$ cat src/rtl/uart_tx_arbiter_if.sv
// Bundles the two byte sources, the uart FIFO write port and the arbiter status.
interface uart_tx_arbiter_if #(
    parameter int DBIT = 8
);
    logic            a_valid;
    logic [DBIT-1:0] a_data;
    logic            a_last;
    logic            a_ready;
    logic            b_valid;
    logic [DBIT-1:0] b_data;
    logic            b_last;
    logic            b_ready;
    logic            tx_full;
    logic            wr_uart;
    logic [DBIT-1:0] w_data;
    logic [1:0]      grant;
    logic            busy;
    logic            trunc;

    // Source / uart side: drives requests and FIFO status, observes the results.
    modport master (
        output a_valid, a_data, a_last, b_valid, b_data, b_last, tx_full,
        input  a_ready, b_ready, wr_uart, w_data, grant, busy, trunc
    );

    // Arbiter side.
    modport slave (
        input  a_valid, a_data, a_last, b_valid, b_data, b_last, tx_full,
        output a_ready, b_ready, wr_uart, w_data, grant, busy, trunc
    );
endinterface

$ cat src/rtl/uart_tx_arbiter.sv
// Packet-granular round-robin arbiter sharing the uart TX FIFO write port
// between two byte sources.
//
// state | meaning
// IDLE  | no owner; arbitrate between pending sources (one cycle)
// OWN_A | source A owns the FIFO write port until release
// OWN_B | source B owns the FIFO write port until release
module uart_tx_arbiter #(
    parameter int DBIT    = 8,
    parameter int MAX_LEN = 16,
    parameter int TIMEOUT = 1000
) (
    input logic                 clk,
    input logic                 reset,
    uart_tx_arbiter_if.slave    bus
);
    localparam int BCW = $clog2(MAX_LEN + 1);
    localparam int SCW = $clog2(TIMEOUT + 1);

    // Encoding chosen so that the state register is directly the one-hot grant.
    typedef enum logic [1:0] {
        IDLE  = 2'b00,
        OWN_A = 2'b01,
        OWN_B = 2'b10
    } state_t;

    state_t          state_q, state_d;
    logic            rr_q;
    logic [BCW-1:0]  byte_cnt_q;
    logic [SCW-1:0]  stall_cnt_q;
    logic            trunc_q;

    logic            owned;
    logic            own_valid;
    logic            own_last;
    logic [DBIT-1:0] own_data;
    logic            xfer;
    logic            hit_cap;
    logic            stall_to;
    logic            forced;
    logic            release_now;

    // Owner-side view of the granted source plus release conditions.
    always_comb begin
        owned     = (state_q != IDLE);
        own_valid = (state_q == OWN_A) ? bus.a_valid :
                    (state_q == OWN_B) ? bus.b_valid : 1'b0;
        own_last  = (state_q == OWN_A) ? bus.a_last  : bus.b_last;
        own_data  = (state_q == OWN_A) ? bus.a_data  : bus.b_data;
        xfer      = owned && own_valid && !bus.tx_full;
        hit_cap   = xfer && (byte_cnt_q == BCW'(MAX_LEN - 1));
        stall_to  = owned && !own_valid && (stall_cnt_q == SCW'(TIMEOUT - 1));
        // A last byte landing on the cap is a normal release, not a truncation.
        forced      = (hit_cap && !own_last) || stall_to;
        release_now = (xfer && own_last) || hit_cap || stall_to;
    end

    // State register.
    always_ff @(posedge clk) begin
        if (reset) state_q <= IDLE;
        else       state_q <= state_d;
    end

    // Next-state: round-robin pick in IDLE, hold ownership until a release.
    always_comb begin
        state_d = state_q;
        case (state_q)
            IDLE: begin
                if (bus.a_valid && (!bus.b_valid || !rr_q)) state_d = OWN_A;
                else if (bus.b_valid)                       state_d = OWN_B;
            end
            OWN_A, OWN_B: begin
                if (release_now) state_d = IDLE;
            end
            default: state_d = IDLE;
        endcase
    end

    // Round-robin pointer, byte/stall counters and the truncation pulse.
    always_ff @(posedge clk) begin
        if (reset) begin
            rr_q        <= 1'b0;
            byte_cnt_q  <= '0;
            stall_cnt_q <= '0;
            trunc_q     <= 1'b0;
        end else begin
            trunc_q <= forced;
            if (release_now) rr_q <= (state_q == OWN_A);

            if (!owned || release_now) byte_cnt_q <= '0;
            else if (xfer)             byte_cnt_q <= byte_cnt_q + 1'b1;

            // A full FIFO with valid data holds the stall count rather than advancing it.
            if (!owned || release_now || xfer) stall_cnt_q <= '0;
            else if (!own_valid)               stall_cnt_q <= stall_cnt_q + 1'b1;
        end
    end

    // Outputs: readies and FIFO write follow tx_full combinationally.
    always_comb begin
        bus.a_ready = (state_q == OWN_A) && !bus.tx_full;
        bus.b_ready = (state_q == OWN_B) && !bus.tx_full;
        bus.wr_uart = xfer;
        bus.w_data  = xfer ? own_data : '0;
        bus.grant   = state_q;
        bus.busy    = owned;
        bus.trunc   = trunc_q;
    end
endmodule

$ cat src/flat_wrapper.sv
// flat-port wrapper written by rule: the top's interface ports become plain ports
module uart_tx_arbiter_flat 
#(
    parameter int DBIT    = 8,
    parameter int MAX_LEN = 16,
    parameter int TIMEOUT = 1000
)
  (clk, reset, bus_a_valid, bus_a_data, bus_a_last, bus_b_valid, bus_b_data, bus_b_last, bus_tx_full, bus_a_ready, bus_b_ready, bus_wr_uart, bus_w_data, bus_grant, bus_busy, bus_trunc);
  uart_tx_arbiter_if #(.DBIT(DBIT)) bus_i ();
  input logic clk;
  input logic reset;
  input wire logic [$bits(bus_i.a_valid)-1:0] bus_a_valid;
  input wire logic [$bits(bus_i.a_data)-1:0] bus_a_data;
  input wire logic [$bits(bus_i.a_last)-1:0] bus_a_last;
  input wire logic [$bits(bus_i.b_valid)-1:0] bus_b_valid;
  input wire logic [$bits(bus_i.b_data)-1:0] bus_b_data;
  input wire logic [$bits(bus_i.b_last)-1:0] bus_b_last;
  input wire logic [$bits(bus_i.tx_full)-1:0] bus_tx_full;
  output wire logic [$bits(bus_i.a_ready)-1:0] bus_a_ready;
  output wire logic [$bits(bus_i.b_ready)-1:0] bus_b_ready;
  output wire logic [$bits(bus_i.wr_uart)-1:0] bus_wr_uart;
  output wire logic [$bits(bus_i.w_data)-1:0] bus_w_data;
  output wire logic [$bits(bus_i.grant)-1:0] bus_grant;
  output wire logic [$bits(bus_i.busy)-1:0] bus_busy;
  output wire logic [$bits(bus_i.trunc)-1:0] bus_trunc;
  assign bus_i.a_valid = bus_a_valid;
  assign bus_i.a_data = bus_a_data;
  assign bus_i.a_last = bus_a_last;
  assign bus_i.b_valid = bus_b_valid;
  assign bus_i.b_data = bus_b_data;
  assign bus_i.b_last = bus_b_last;
  assign bus_i.tx_full = bus_tx_full;
  assign bus_a_ready = bus_i.a_ready;
  assign bus_b_ready = bus_i.b_ready;
  assign bus_wr_uart = bus_i.wr_uart;
  assign bus_w_data = bus_i.w_data;
  assign bus_grant = bus_i.grant;
  assign bus_busy = bus_i.busy;
  assign bus_trunc = bus_i.trunc;
  uart_tx_arbiter #(.DBIT(DBIT), .MAX_LEN(MAX_LEN), .TIMEOUT(TIMEOUT)) u_core (.clk(clk), .reset(reset), .bus(bus_i));
endmodule
$ cat config.mk
export PLATFORM = sky130hd
export DESIGN_NAME = uart_tx_arbiter_flat
export DESIGN_NICKNAME = d
export VERILOG_FILES = /design/src/rtl/uart_tx_arbiter_if.sv /design/src/rtl/uart_tx_arbiter.sv /design/src/flat_wrapper.sv
export SDC_FILE = /design/constraint.sdc
export NUM_CORES = 1
export LEC_CHECK = 0
export CAP_MARGIN = 20
export CORE_MARGIN = 3
export CORE_UTILIZATION = 30
export CTS_CLUSTER_DIAMETER = 100
export DETAILED_ROUTE_END_ITERATION = 6
export SLEW_MARGIN = 0
export SYNTH_ARGS = -nofsm -noshare
export SYNTH_HDL_FRONTEND = slang
export SYNTH_SLANG_ARGS = --single-unit
$ cat constraint.sdc
create_clock -name clk -period 2.7 [get_ports clk]
set_clock_uncertainty 0.2 [all_clocks]
set_input_delay 0.27 -clock clk [delete_from_list [all_inputs] [get_ports clk]]
set_output_delay 0.27 -clock clk [all_outputs]
set_load 0.01 [all_outputs]
==> flow_metrics.env <==
export IMPL_antenna_found_initial=0
export IMPL_final_hold_worst_slack_ns=0.293
export IMPL_htree_num_levels=1
export IMPL_globalRouteOverflowTotal=0
export IMPL_first_iter_violations=41
export IMPL_drt_pass1_iterations=4
export IMPL_worst_pin_slew_ns=0.256
export IMPL_synth_top_area_cell="dfxtp_1"
export IMPL_rows=21
export IMPL_synthTopCellsByCount="26 x nor2_1, 19 x dfxtp_1, 11 x mux2i_1, 11 x nand2_1, 9 x nand4_1"
export IMPL_cp_data_arrival_time_ns=1.98
export IMPL_synth_top_cell_area_share_pct=33.7
export IMPL_layout_cell_area_non_filler_um2=1610
export IMPL_timing_critical_path_slowest_stage_cell="dfxtp_2"
export IMPL_grt_start_max_net_pins=13
export IMPL_count_of_flip_flops_with_a_built_in_enable_after_synthesis=0
export IMPL_synthesis_area_per_instance_um2=8.61
export IMPL_floorplan_initialDensity_pct=32.5
export IMPL_antenna_cells=0
export IMPL_dp_final_hpwl_mm=2.32
export IMPL_report_power_total_uw=821
export IMPL_synth_area_leaders="dfxtp_1 34%, mux2i_1 9.8%, nor2_1 8.7%"
export IMPL_power_density_nw_per_um2=509
export IMPL_layout_core_utilization_pct=46.5
export IMPL_holdCritPathClass="flip-flop to flip-flop"
export IMPL_maxSlewViolCount=0
export IMPL_synthMostInstantiatedCell="nor2_1"
export IMPL_setup_worst_path_start_class="flip-flop"
export IMPL_grt_first_pass_wirelength_mm=4.73
export IMPL_post_drt_wl_per_cell_um=13.0
export IMPL_relSlewSlack_pct=82.5
export IMPL_most_common_flop_cell_mapped_by_yosys="dfxtp_1"
export IMPL_route_antenna_remaining_nets=0
export IMPL_route_detailed_drc=0
export IMPL_num_io_pins=38
export IMPL_crit_fanout=12
export IMPL_final_cycle_share_pct=90.6
export IMPL_number_of_cell_instances_on_the_worst_register_to_register_path=8
export IMPL_place_area_um2=1570
export IMPL_layout_nets=203
export IMPL_combined_area_of_the_multi_input_logic_cells_um2=711
export IMPL_filler_cell_count=352
export IMPL_run_status="finished clean"
export IMPL_crit_path_start="u_core.bus.grant[1]"
export IMPL_synth_net_count=160
export IMPL_die_h_um=67.3
export IMPL_dieArea_um2=4530
export IMPL_fp_coreArea_um2=3470
export IMPL_number_of_setup_violations_in_the_final_report=0
export IMPL_achievable_frequency_mhz=409
export IMPL_setup_worst_path_class="flip-flop to output port"
export IMPL_max_clock_path_buffers=2
export IMPL_clock_sinks=19
export IMPL_synth_area_um2=1130
export IMPL_crit_reg2reg_launch="u_core.bus.grant[0]"
export IMPL_synth_seq_cells=19
export IMPL_chipWidth_um=67.3
export IMPL_irDropWorstVdd_mv=0.238
export IMPL_clockRootBuffer="clkbuf_8"
export IMPL_finalCriticalPeriod_ns=2.45
export IMPL_routed_via_count_divided_by_cell_count=4.68
export IMPL_worst_hold_path_cell_count=2
export IMPL_routed_via_count=1026
export IMPL_max_cap_viol_count=0
export IMPL_yosys_warnings=0
export IMPL_cts_buffers_inserted=3
export IMPL_postRouteWirelength_mm=2.85
export IMPL_pleak_uw=0.000648
export IMPL_area_sequential_um2=382
export IMPL_rsz0062_at_grt="no"
export IMPL_synthCells=131
export IMPL_cts_tree="built"
export IMPL_cp_cell_sequence="inv_1, ha_1, nand3b_4, and2_1, or2_4, inv_2, dlygate4sd2_1"
export IMPL_max_stage_delay_ns=0.36
export IMPL_hold_viol=0
export IMPL_drive_above_1_share_pct=11.0
export IMPL_timing_setup_tns_ns=0
export IMPL_gp_routability_congestion=0.744
export IMPL_synth_yosys_seq_area_share_pct=33.7
export IMPL_worst_skew_pair_late_latency_ns=0.25
export IMPL_grt_pass1_vias=1051
export IMPL_numPortBuffers=37
export IMPL_required_ns=2.23
export IMPL_yosysUniqueCellTypes=31
export IMPL_cp_end_kind="output port"
export IMPL_globalRouteTotalUtil_pct=13.9
export IMPL_worst_hold_startpoint="u_core.byte_cnt_q[1]"
export IMPL_cts_post_setup_buffers_inserted=0
export IMPL_cts_reportedPaths_clkPinSlew_ns=0.07
export IMPL_async_reset_ff_share_pct=0
export IMPL_synthToLayoutAreaGrowth_pct=43.0
[cell type report]
class / count / area share (%)
Clock buffer: 3 / 2.56
Clock inverter: 1 / 0.311
Inverter: 6 / 1.40
Multi-Input combinational cell: 103 / 44.1
Sequential cell: 19 / 23.7
Tap cell: 46 / 3.57
Timing Repair Buffer: 41 / 24.4
[report_power, final]
group / total (µW) / switching (µW) / leakage, µW / internal (µW)
sequential: 305 / 11.3 / 0.000154 / 294
clock: 197 / 94.5 / 0.0000255 / 103
combinational: 319 / 156 / 0.000469 / 163
total: 821 / 262 / 0.000648 / 559
[cell families (layout without fill, tap and decap cells)]
kind of cell,after synthesis,after routing,share of synthesized area (%)
and+or+nand+nor,64,64,29.7
DFF,19,19,33.7
xor gates and xnor gates,12,12,9.32
muxes,11,11,9.77
AOI/OAI and AO/OA,10,10,7.55
buffers and inverters,9,51,3.22
adders and majority gates,6,6,6.66
[sequential cells by signal (all words and copies together), names as in the netlist]
signal and count:
u_core.stall_cnt_q 10, u_core.byte_cnt_q 5, u_core.bus.grant 2, u_core.bus.trunc 1, u_core.rr_q 1
[placed cells by master, fill, tap and decap left out, types with 3 or more instances in the layout]
cell type,count
nand2_1,11
nor2_1,26
and3_1,3
nand4_1,9
xor2_1,8
a21oi_1,3
inv_1,5
mux2i_1,11
nor2b_1,3
clkbuf_8,3
dlygate4sd2_1,8
buf_4,4
ha_1,6
xnor2_1,4
dfxtp_1,18
clkdlybuf4s50_1,28
[repair_timing]
| action | 4_1_cts | 5_1_grt |
|---|---|---|
| endpoints found under the setup margin | 9 | 1 |
| gates resized for setup | 9 | 1 |
| gates cloned | 0 | 0 |
| hold buffers | 0 | 0 |
[critical path: cells and delay by family (launching register included)]
family / cells / cell delay (ns)
fa+ha+maj: 1 / 0.23
buf+inv: 3 / 0.48
flops: 1 / 0.36
simple gates: 3 / 0.66
[routing by layer]
metal | global-route usage (%) | part of all wire (%)
met3 | 3.83 | 3.6
met5 | 0 | 0
met4 | 2.28 | 0
met2 | 25.5 | 51
met1 | 16.3 | 45
[final timing paths]
kind,end,slack (ns)
worst min-delay path,u_core.byte_cnt_q[1],0.29
worst min register to register,u_core.byte_cnt_q[1],0.29
worst max register to register,u_core.bus.grant[1],0.43
worst max-delay path,bus_wr_uart,0.25
[metrics by stage]
step	cells	worst slack (ns)
after global placement	215	0.152
after detailed placement	215	0.117
after CTS	219	0.000722
after global routing	219	0.161
final	219	0.254
after floorplan	131	0.490
(Power assumes the default switching activity.)
